$ cat src/rtl/evm_pkg.sv
// ---------------------------------------------------------------------------
// evm_pkg
// Shared types and constants for the voting-machine controller.
//   evm_state_t   : controller states OFF, IDLE, VOTE, HOLD, DONE
//   CAND_*        : one-hot candidate codes driven on candidate_name
//   SEL_*         : encodings of the display_results query select
// ---------------------------------------------------------------------------
package evm_pkg;

    typedef enum logic [2:0] {
        OFF  = 3'd0,
        IDLE = 3'd1,
        VOTE = 3'd2,
        HOLD = 3'd3,
        DONE = 3'd4
    } evm_state_t;

    localparam logic [2:0] CAND_NONE = 3'b000;
    localparam logic [2:0] CAND_1    = 3'b001;
    localparam logic [2:0] CAND_2    = 3'b010;
    localparam logic [2:0] CAND_3    = 3'b100;
    localparam logic [2:0] CAND_ALL  = 3'b111;

    localparam logic [1:0] SEL_NONE  = 2'b00;
    localparam logic [1:0] SEL_C1    = 2'b01;
    localparam logic [1:0] SEL_C2    = 2'b10;
    localparam logic [1:0] SEL_C3    = 2'b11;

endpackage

$ cat src/rtl/evm_winner_cmp.sv
// ---------------------------------------------------------------------------
// evm_winner_cmp
// Combinational three-way maximum over the candidate tallies.
// Ports:
//   tally_1/2/3 : in  WIDTH  current tallies
//   max_count   : out WIDTH  largest tally
//   winner      : out 3      one-hot code of the unique maximum, CAND_NONE on tie
//   tie         : out 1      more than one tally equals the maximum (incl. all zero)
// ---------------------------------------------------------------------------
import evm_pkg::*;

module evm_winner_cmp #(
    parameter int WIDTH = 7
) (
    input  logic [WIDTH-1:0] tally_1,
    input  logic [WIDTH-1:0] tally_2,
    input  logic [WIDTH-1:0] tally_3,
    output logic [WIDTH-1:0] max_count,
    output logic [2:0]       winner,
    output logic             tie
);

    logic [WIDTH-1:0] max_12;
    logic             eq_1;
    logic             eq_2;
    logic             eq_3;

    always_comb begin
        max_12    = (tally_1 >= tally_2) ? tally_1 : tally_2;
        max_count = (max_12 >= tally_3) ? max_12 : tally_3;
        eq_1      = (tally_1 == max_count);
        eq_2      = (tally_2 == max_count);
        eq_3      = (tally_3 == max_count);
        // Any two tallies sharing the maximum means there is no unique winner.
        tie       = (eq_1 & eq_2) | (eq_1 & eq_3) | (eq_2 & eq_3);
        winner    = tie ? CAND_NONE : {eq_3, eq_2, eq_1};
    end

endmodule

$ cat src/rtl/evm_controller.sv
// ---------------------------------------------------------------------------
// evm_controller
// Voting-machine core: sequences power-on, one ballot per admitted voter and
// session close, keeps saturating per-candidate tallies and answers
// result/winner queries once the session is closed. All outputs registered.
// Ports:
//   clk, rst (async, active-low)
//   switch_on_evm, candidate_ready, vote_candidate_1/2/3, voting_session_done
//   display_results[1:0], display_winner             : query inputs (DONE only)
//   candidate_name[2:0], invalid_results, results     : query answer
//   voting_in_progress (state VOTE), voting_done (state DONE)
// Build option:
//   EVM_TOTAL_DISPLAY_EN : display_results=00 in DONE shows the saturated sum
//                          of all tallies with candidate_name=111; otherwise
//                          00 shows results=0, candidate_name=000.
// ---------------------------------------------------------------------------
import evm_pkg::*;

module evm_controller #(
    parameter int WIDTH = 7
) (
    input  logic             clk,
    input  logic             rst,
    input  logic             switch_on_evm,
    input  logic             candidate_ready,
    input  logic             vote_candidate_1,
    input  logic             vote_candidate_2,
    input  logic             vote_candidate_3,
    input  logic             voting_session_done,
    input  logic [1:0]       display_results,
    input  logic             display_winner,
    output logic [2:0]       candidate_name,
    output logic             invalid_results,
    output logic [WIDTH-1:0] results,
    output logic             voting_in_progress,
    output logic             voting_done
);

    localparam logic [WIDTH-1:0] TALLY_ONE = {{(WIDTH-1){1'b0}}, 1'b1};
    localparam logic [WIDTH-1:0] TALLY_MAX = {WIDTH{1'b1}};

    evm_state_t       state;
    logic [WIDTH-1:0] tally_1;
    logic [WIDTH-1:0] tally_2;
    logic [WIDTH-1:0] tally_3;

    logic [WIDTH-1:0] max_count;
    logic [2:0]       winner;
    logic             tie;

    logic             one_vote;
    logic             no_vote;

    logic [2:0]       q_name;
    logic [WIDTH-1:0] q_results;
    logic             q_invalid;

    evm_winner_cmp #(.WIDTH(WIDTH)) u_winner_cmp (
        .tally_1   (tally_1),
        .tally_2   (tally_2),
        .tally_3   (tally_3),
        .max_count (max_count),
        .winner    (winner),
        .tie       (tie)
    );

    // Exactly one vote line high is a valid ballot; none high allows abandon.
    assign one_vote = (vote_candidate_1 ^ vote_candidate_2 ^ vote_candidate_3)
                    & ~(vote_candidate_1 & vote_candidate_2 & vote_candidate_3);
    assign no_vote  = ~(vote_candidate_1 | vote_candidate_2 | vote_candidate_3);

`ifdef EVM_TOTAL_DISPLAY_EN
    logic [WIDTH+1:0] total_raw;
    logic [WIDTH-1:0] total_sat;

    // Two guard bits hold the full sum of three tallies before saturation.
    assign total_raw = {2'b00, tally_1} + {2'b00, tally_2} + {2'b00, tally_3};
    assign total_sat = (total_raw[WIDTH+1:WIDTH] != 2'b00) ? TALLY_MAX
                                                           : total_raw[WIDTH-1:0];
`endif

    // Answer for the query currently on the inputs; registered only in DONE.
    always_comb begin
        q_name    = CAND_NONE;
        q_results = '0;
        q_invalid = 1'b0;
        if (display_winner) begin
            q_name    = winner;
            q_results = max_count;
            q_invalid = tie;
        end else begin
            case (display_results)
                SEL_C1: begin
                    q_name    = CAND_1;
                    q_results = tally_1;
                end
                SEL_C2: begin
                    q_name    = CAND_2;
                    q_results = tally_2;
                end
                SEL_C3: begin
                    q_name    = CAND_3;
                    q_results = tally_3;
                end
                default: begin
`ifdef EVM_TOTAL_DISPLAY_EN
                    q_name    = CAND_ALL;
                    q_results = total_sat;
`else
                    q_name    = CAND_NONE;
                    q_results = '0;
`endif
                end
            endcase
        end
    end

    // FSM, tallies and output registers. Outputs default to 0 each cycle and
    // are set from the state being entered, so they track the state register.
    always_ff @(posedge clk or negedge rst) begin
        if (!rst) begin
            state              <= OFF;
            tally_1            <= '0;
            tally_2            <= '0;
            tally_3            <= '0;
            candidate_name     <= CAND_NONE;
            invalid_results    <= 1'b0;
            results            <= '0;
            voting_in_progress <= 1'b0;
            voting_done        <= 1'b0;
        end else begin
            candidate_name     <= CAND_NONE;
            invalid_results    <= 1'b0;
            results            <= '0;
            voting_in_progress <= 1'b0;
            voting_done        <= 1'b0;
            case (state)
                OFF: begin
                    if (switch_on_evm) begin
                        state <= IDLE;
                    end
                end
                IDLE: begin
                    if (!switch_on_evm) begin
                        state <= OFF;
                    end else if (voting_session_done) begin
                        state       <= DONE;
                        voting_done <= 1'b1;
                    end else if (candidate_ready) begin
                        state              <= VOTE;
                        voting_in_progress <= 1'b1;
                    end
                end
                VOTE: begin
                    if (!switch_on_evm) begin
                        state <= OFF;
                    end else if (one_vote) begin
                        if (vote_candidate_1 && tally_1 != TALLY_MAX) begin
                            tally_1 <= tally_1 + TALLY_ONE;
                        end
                        if (vote_candidate_2 && tally_2 != TALLY_MAX) begin
                            tally_2 <= tally_2 + TALLY_ONE;
                        end
                        if (vote_candidate_3 && tally_3 != TALLY_MAX) begin
                            tally_3 <= tally_3 + TALLY_ONE;
                        end
                        state <= HOLD;
                    end else if (!candidate_ready && no_vote) begin
                        state <= IDLE;
                    end else begin
                        voting_in_progress <= 1'b1;
                    end
                end
                HOLD: begin
                    // Wait for full release so a held button counts only once.
                    if (!switch_on_evm) begin
                        state <= OFF;
                    end else if (!candidate_ready && no_vote) begin
                        state <= IDLE;
                    end
                end
                DONE: begin
                    voting_done     <= 1'b1;
                    candidate_name  <= q_name;
                    results         <= q_results;
                    invalid_results <= q_invalid;
                end
                default: begin
                    state <= OFF;
                end
            endcase
        end
    end

endmodule

$ cat config.mk
export PLATFORM = sky130hd
export DESIGN_NAME = evm_controller
export DESIGN_NICKNAME = d
export VERILOG_FILES = /design/src/rtl/evm_pkg.sv /design/src/rtl/evm_winner_cmp.sv /design/src/rtl/evm_controller.sv
export SDC_FILE = /design/constraint.sdc
export NUM_CORES = 1
export LEC_CHECK = 0
export CAP_MARGIN = 20
export CORE_ASPECT_RATIO = 0.5
export CORE_MARGIN = 4
export CORE_UTILIZATION = 50
export DETAILED_ROUTE_END_ITERATION = 8
export PLACE_DENSITY = 0.71
export SYNTH_ARGS = -nofsm -noshare
export SYNTH_HDL_FRONTEND = slang
export SYNTH_SLANG_ARGS = --single-unit
$ cat constraint.sdc
create_clock -name clk -period 4.72 [get_ports clk]
set_clock_uncertainty 0.2 [all_clocks]
set_input_delay 0.944 -clock clk [delete_from_list [all_inputs] [get_ports clk]]
set_output_delay 0.944 -clock clk [all_outputs]
set_load 0.02 [all_outputs]
After elaboration in Yosys (flattened, before gate mapping)
Index checks and enable logic that the tools add are counted.
Storage, ports and cells
  word-level logic and storage cells: 84
  register bits: 37
  output and inout bits: 13
  input bits: 11
Operators by class
  equal/unequal tests: 15
  bitwise logic cells: 15
  reductions and logical operators: 10
  order comparisons: 2
  add/subtract/negate cells: 3
  multiplexer cells: 30
Operators by type and width (number)
  two-way mux 3 bit: 11
  two-way mux 7 bit: 4
  adder 7 x 1 -> 7 bit, second input constant: 3
  equality test 7 bit: 3
  inequality test 7 bit, second input constant: 3
  case mux 7 bit (3 select lines): 1
  case mux 3 bit (5 select lines): 1
  >= comparator 7 bit: 2
  AND reduction 4 bit: 3
  two-way mux 1 bit: 10
  case mux 3 bit (3 select lines): 1
  AND 1 bit: 6
  equality test 3 x 2 -> 1 bit, second input constant: 2
  equality test 2 bit, second input constant: 2
  logical AND 1 bit: 4
  inequality test 4 bit, second input constant: 1
  bitwise OR 1 bit: 4
  case mux 1 bit (2 select lines): 2
  equality test 3 x 1 -> 1 bit, second input constant: 1
  equality test 3 bit, second input constant: 1
  zero test 3 bit: 1
  NOT 1 bit: 3
  AND reduction 3 bit: 1
  equality test 2 x 1 -> 1 bit, second input constant: 1
  3 further kinds: 4

Logic depth before layout (Yosys ltp)
Gate-level depths: netlist of the first run.
  depth in word-level cells: 11
  gate-level depth with buffers: 17
  gate-level depth less buffers: 15

By module
From an unflattened synthesis of the first run, not the netlist that was laid out.
Unflattened totals
  cells, all modules: 305
  area total of the unflattened synthesis: 2830.2 µm²
By module, submodules not included
  evm_controller: sequential area each 925.9 µm², area an instance 1886.8 µm², cells each 176, instances 1
  evm_winner_cmp: sequential area each 0.0 µm², area an instance 943.4 µm², cells each 129, instances 1

Worst setup path before layout of the first run
No wires, ideal clock.
  path kind: reg-to-reg
  start point: reg tally_1[0]
  end point: reg invalid_results
  arrival time: 3.560 ns
  period minus slack after synthesis: 3.847 ns
  buffers on the path: 1
  stages on the path, launching flop included: 16
  data required time: 4.433 ns
  library setup time: 0.087 ns
  path slack: 0.873 ns
  cell sequence: dfrtp_1 -> inv_1 -> ha_1 -> nand2b_4 -> a2111oi_4 -> o21ai_2 -> buf_2 -> nand2_1 -> o21ai_2 -> ha_1 -> or4_1 -> nor2_1 -> a211o_2 -> mux2i_1 -> o211ai_2 -> a211oi_2
Between the ends
  cells in the longest elaborated chain, start to end: 10
  elaborated cells between the ends (all ways): 14
  those cells by class: 2 x order compare; 3 x eq/ne; 4 x mux; 5 x bitwise
Ends and longest elaborated chain
  start: declaration: line evm_controller.sv:43  | logic [WIDTH-1:0] tally_1;
  start signal: assignment: line evm_controller.sv:159  | tally_1 <= tally_1 + TALLY_ONE;
  >= comparator 7 bit: line evm_winner_cmp.sv:29  | max_12 = (tally_1 >= tally_2) ? tally_1 : tally_2;
  two-way mux 7 bit: line evm_winner_cmp.sv:29
  >= comparator 7 bit: line evm_winner_cmp.sv:30  | max_count = (max_12 >= tally_3) ? max_12 : tally_3;
  two-way mux 7 bit: line evm_winner_cmp.sv:30
  equality test 7 bit (on tied branches): line evm_winner_cmp.sv:31, evm_winner_cmp.sv:32, evm_winner_cmp.sv:33
  AND 1 bit: line evm_winner_cmp.sv:35  | tie = (eq_1 & eq_2) | (eq_1 & eq_3) | (eq_2 & eq_3);
  bitwise OR 1 bit: line evm_winner_cmp.sv:35
  bitwise OR 1 bit *: line evm_winner_cmp.sv:35
  two-way mux 1 bit *: line evm_controller.sv:87  | if (display_winner) begin
  two-way mux 1 bit *: line evm_controller.sv:137  | case (state)
  end signal: assignment: line evm_controller.sv:186  | invalid_results <= q_invalid;
  end: declaration: line evm_controller.sv:33  | output logic invalid_results,
Mark *: on every way between the ends. The rest lies on a longest branch, timed or not.
A chain may end at the register's enable or synchronous reset.

Worst setup path after layout of the first run
Same ends and word-level chain as after synthesis.

==> run summary, run 1 <==
==========================================================================================
Port buffer count                                                                       23
Post-placement cell count                                                              379
GR met3 Demand/Resource                                                             4.582%
M1 GR Usage                                                                         33.77%
Setup violators final                                                                    0
PwrDens                                                                       359.5 nW/um^2
Result of the run                                                             finished, final reports clean
Chip Width                                                                        113.3 um
Number of clock buffers inserted by TritonCTS                                            5
Number of levels in the clock H-tree                                                     2
Post-synthesis sequential element count                                                 37
Global-route track usage on met2                                                    34.85%
Average cell area after synthesis                                               9.116 um^2
Leading cell types by total area after synthesis                              dfrtp_1, ha_1, xnor2_1
Max Clk Rate                                                                     232.3 MHz
Diode count                                                                              0
Count of synthesis-stage warnings from yosys                                             0
Number of global-route vias before repair                                             2241
IO Count                                                                                24
Pin count of the biggest net entering global routing                                    38
Via count normalized by instance count                                               5.886
Period utilization                                                                  91.21%
Starting DRT DRC Count                                                                 121
Maximum number of buffers from clock root to sink                                        2
Area fraction of the dominant cell type after synthesis                             33.41%
Sequential fraction of the synthesis area                                           33.41%
Count of antenna-violating nets left after detailed routing                              0
Starting Density                                                                    53.97%
Final standard cell count with taps included and fillers excluded                      387
Global-route wire length before repair                                            11790 um
Clock Latency Late Sink                                                            0.30 ns
GRT busiest layer                                                                     met2
Vias post-DR                                                                          2278
Total leakage power                                                               1.327 nW
Setup ws final                                                                   0.4150 ns
GRT Overall Usage                                                                   22.80%
Max-slew headroom at the worst pin                                                  43.61%
DR WL/cell                                                                        18.52 um
Filler instances                                                                       456
Placeable core region                                                            5135 um^2
Net Count, Synth                                                                       334
Transition time of the tightest slew-check pin                                   0.8381 ns
Number of nets in the finished design                                                  346
Data arrival, critical path                                                        4.32 ns
Aggregate global routing overflow                                                        0
Share of layout cells above drive strength 1                                        13.25%
Number of core rows                                                                     18
Yosys cell types                                                                        53
Startpoint type of the worst setup path                                           register
Final-report hold violation count                                                        0
Unrepaired setup endpoints after global routing                                      false
Number of detailed-route iterations in the first pass                                    5
Clock tree root driver cell                                                       clkbuf_8
Commonest cells in the netlist                                                dfrtp_1, nand2_1, xnor2_1
Classification of the worst setup path                                        register to register
Cells resized by post-CTS repair                                                         0
Max-cap check violation count                                                            0
Number of clock sinks seen by CTS                                                       37
Largest vdd supply drop                                                        0.0002347 V
Final routed DRC violation total                                                         0
Overall power of the completed layout                                             1.121 mW
Post-placement worst setup slack                                                 0.4488 ns
Hold Worst Slack                                                                 0.3243 ns
Post-synth top flop                                                                dfrtp_1
Number of antenna violations at the first check in global routing                        0
Post-route minimum period                                                         4.305 ns
Final weighted congestion in routability-driven placement                           0.9136
Detailed placement HPWL                                                            5552 um
Most common cell in the synthesized netlist                                        dfrtp_1
Number of instances in the synthesized netlist                                         304
Total Die Area                                                                   6870 um^2
Total Neg Setup Slack                                                                 0 ns
Number of slew-limit violations in the final report                                      0
Proportion of synthesized flip-flops having asynchronous set or reset               100.0%
Number of hold buffers added after CTS                                                   0
TritonCTS clock tree                                                                 built
Largest fanout on the critical path                                                     14
Sequence of cells on the critical path                                        inv_1 -> ha_1 -> nand2b_4 -> a2111oi_4 -> o21ai_2 -> nand2_1 -> o21ai_2 -> ha_1 -> or4_1 -> nor2_1 -> a211o_2 -> mux2i_1 -> o21ai_0 -> a211oi_2
Type of the worst min-delay path                                              register to register
Routed wire length                                                                 7168 um
Post-CTS setup-driven buffer insertion count                                             0
Required time at the endpoint of the critical path                                 4.73 ns
Number of enable flip-flop cells after synthesis                                         0
Cell at the slowest stage of the critical path                                       or4_1
Category of the worst setup path capture point                                    register
Mapped Area                                                                      2771 um^2
Largest stage delay on the critical path                                           0.55 ns
Yosys top cell by area                                                             dfrtp_1
Clock edge transition at the registers on the reported setup and hold paths        0.09 ns
Die height                                                                        60.65 um
Synth-to-layout area growth                                                         12.55%
==========================================================================================
==> report_power, final <==
part / switching [mW] / internal, mW / total (mW)
logic: 0.251 / 0.191 / 0.442
registers: 0.0805 / 0.364 / 0.445
clock network: 0.130 / 0.105 / 0.235
==> per-layer routing <==
metal | vias to the layer above | wire length [um]
met3 | 5 | 591
met5 | - | 0
met1 | 1103 | 3590
li1 | 1088 | -
met4 | 0 | 53
met2 | 82 | 2931
==> critical path, delay by kind of cell, from the launching register on <==
kind	cells	cell delay (ns)
mux	1	0.34
compound gates	6	1.47
flops	1	0.49
buf+inv	1	0.14
fa+ha+maj	2	0.52
simple gates	4	1.04
==> worst paths after layout <==
| path | startpoint | endpoint | slack (ns) | cells after the start |
|---|---|---|---|---|
| setup reg to reg | tally_1[0] | invalid_results | 0.42 | 14 |
| min in group asynchronous | rst | tally_2[4] | 0.54 | 1 |
| max in group asynchronous | rst | results[3] | 3.24 | 1 |
| hold reg to reg | state[1] | state[2] | 0.32 | 1 |
| setup / recovery | tally_1[0] | invalid_results | 0.42 | 14 |
| hold / removal | state[1] | state[2] | 0.32 | 1 |
==> placed cells by master (no fill, tap or decap), drive strengths merged, types with 4 or more instances in the layout <==
cell,count
o21ai,19
a221oi,8
or3,4
a211oi,12
nand2,33
buf,5
inv,23
a21oi,11
dfrtp,37
clkbuf,5
clkdlybuf4s50,22
xnor2,22
nand2b,6
nand3,8
mux2i,10
xor2,8
nand4,6
nor2,18
ha,19
a21o,5
==> through the flow <==
stage | utilization (%) | instance area (um^2)
final | 60.75 | 3119
after global routing | 60.75 | 3119
after CTS | 60.75 | 3119
after detailed placement | 58.99 | 3029
after global placement | 58.99 | 3029
after floorplan | - | 2771
==> registers in the layout (all words and copies together) (netlist names) <==
| name | flops |
|---|---|
| results | 7 |
| voting_done | 1 |
| tally_3 | 7 |
| candidate_name | 3 |
| tally_1 | 7 |
| state | 3 |
| tally_2 | 7 |
| invalid_results | 1 |
| voting_in_progress | 1 |
==> logic make-up after synthesis <==
group,Yosys count,synth area share (%)
AOI/OAI and AO/OA,74,22.62
adders and majority gates,19,8.578
muxes,12,4.424
xor gates and xnor gates,30,9.481
DFF,37,33.41
buffers and inverters,44,6.050
and+or+nand+nor,88,15.44
==> area by class of cell <==
type                            count  area (um^2)  area share, %
Multi-Input combinational cell    223         1678          53.79
Sequential cell                    37        925.9          29.68
Timing Repair Buffer               27        255.2          8.183
Tap cell                           70        87.58          2.808
Inverter                           22        82.58          2.647
Clock buffer                        5        68.82          2.206
Clock inverter                      3        21.27         0.6819
Power figures use the tool's default switching activity.
==> run 2, diff against run 1 <==
CTS_BUF_LIST = sky130_fd_sc_hd__clkbuf_8   (was unset)
HOLD_SLACK_MARGIN = 0.15   (was unset)
==> results of run 2 <==
The final DEF is identical to that of run 1; final timing and power are the same.
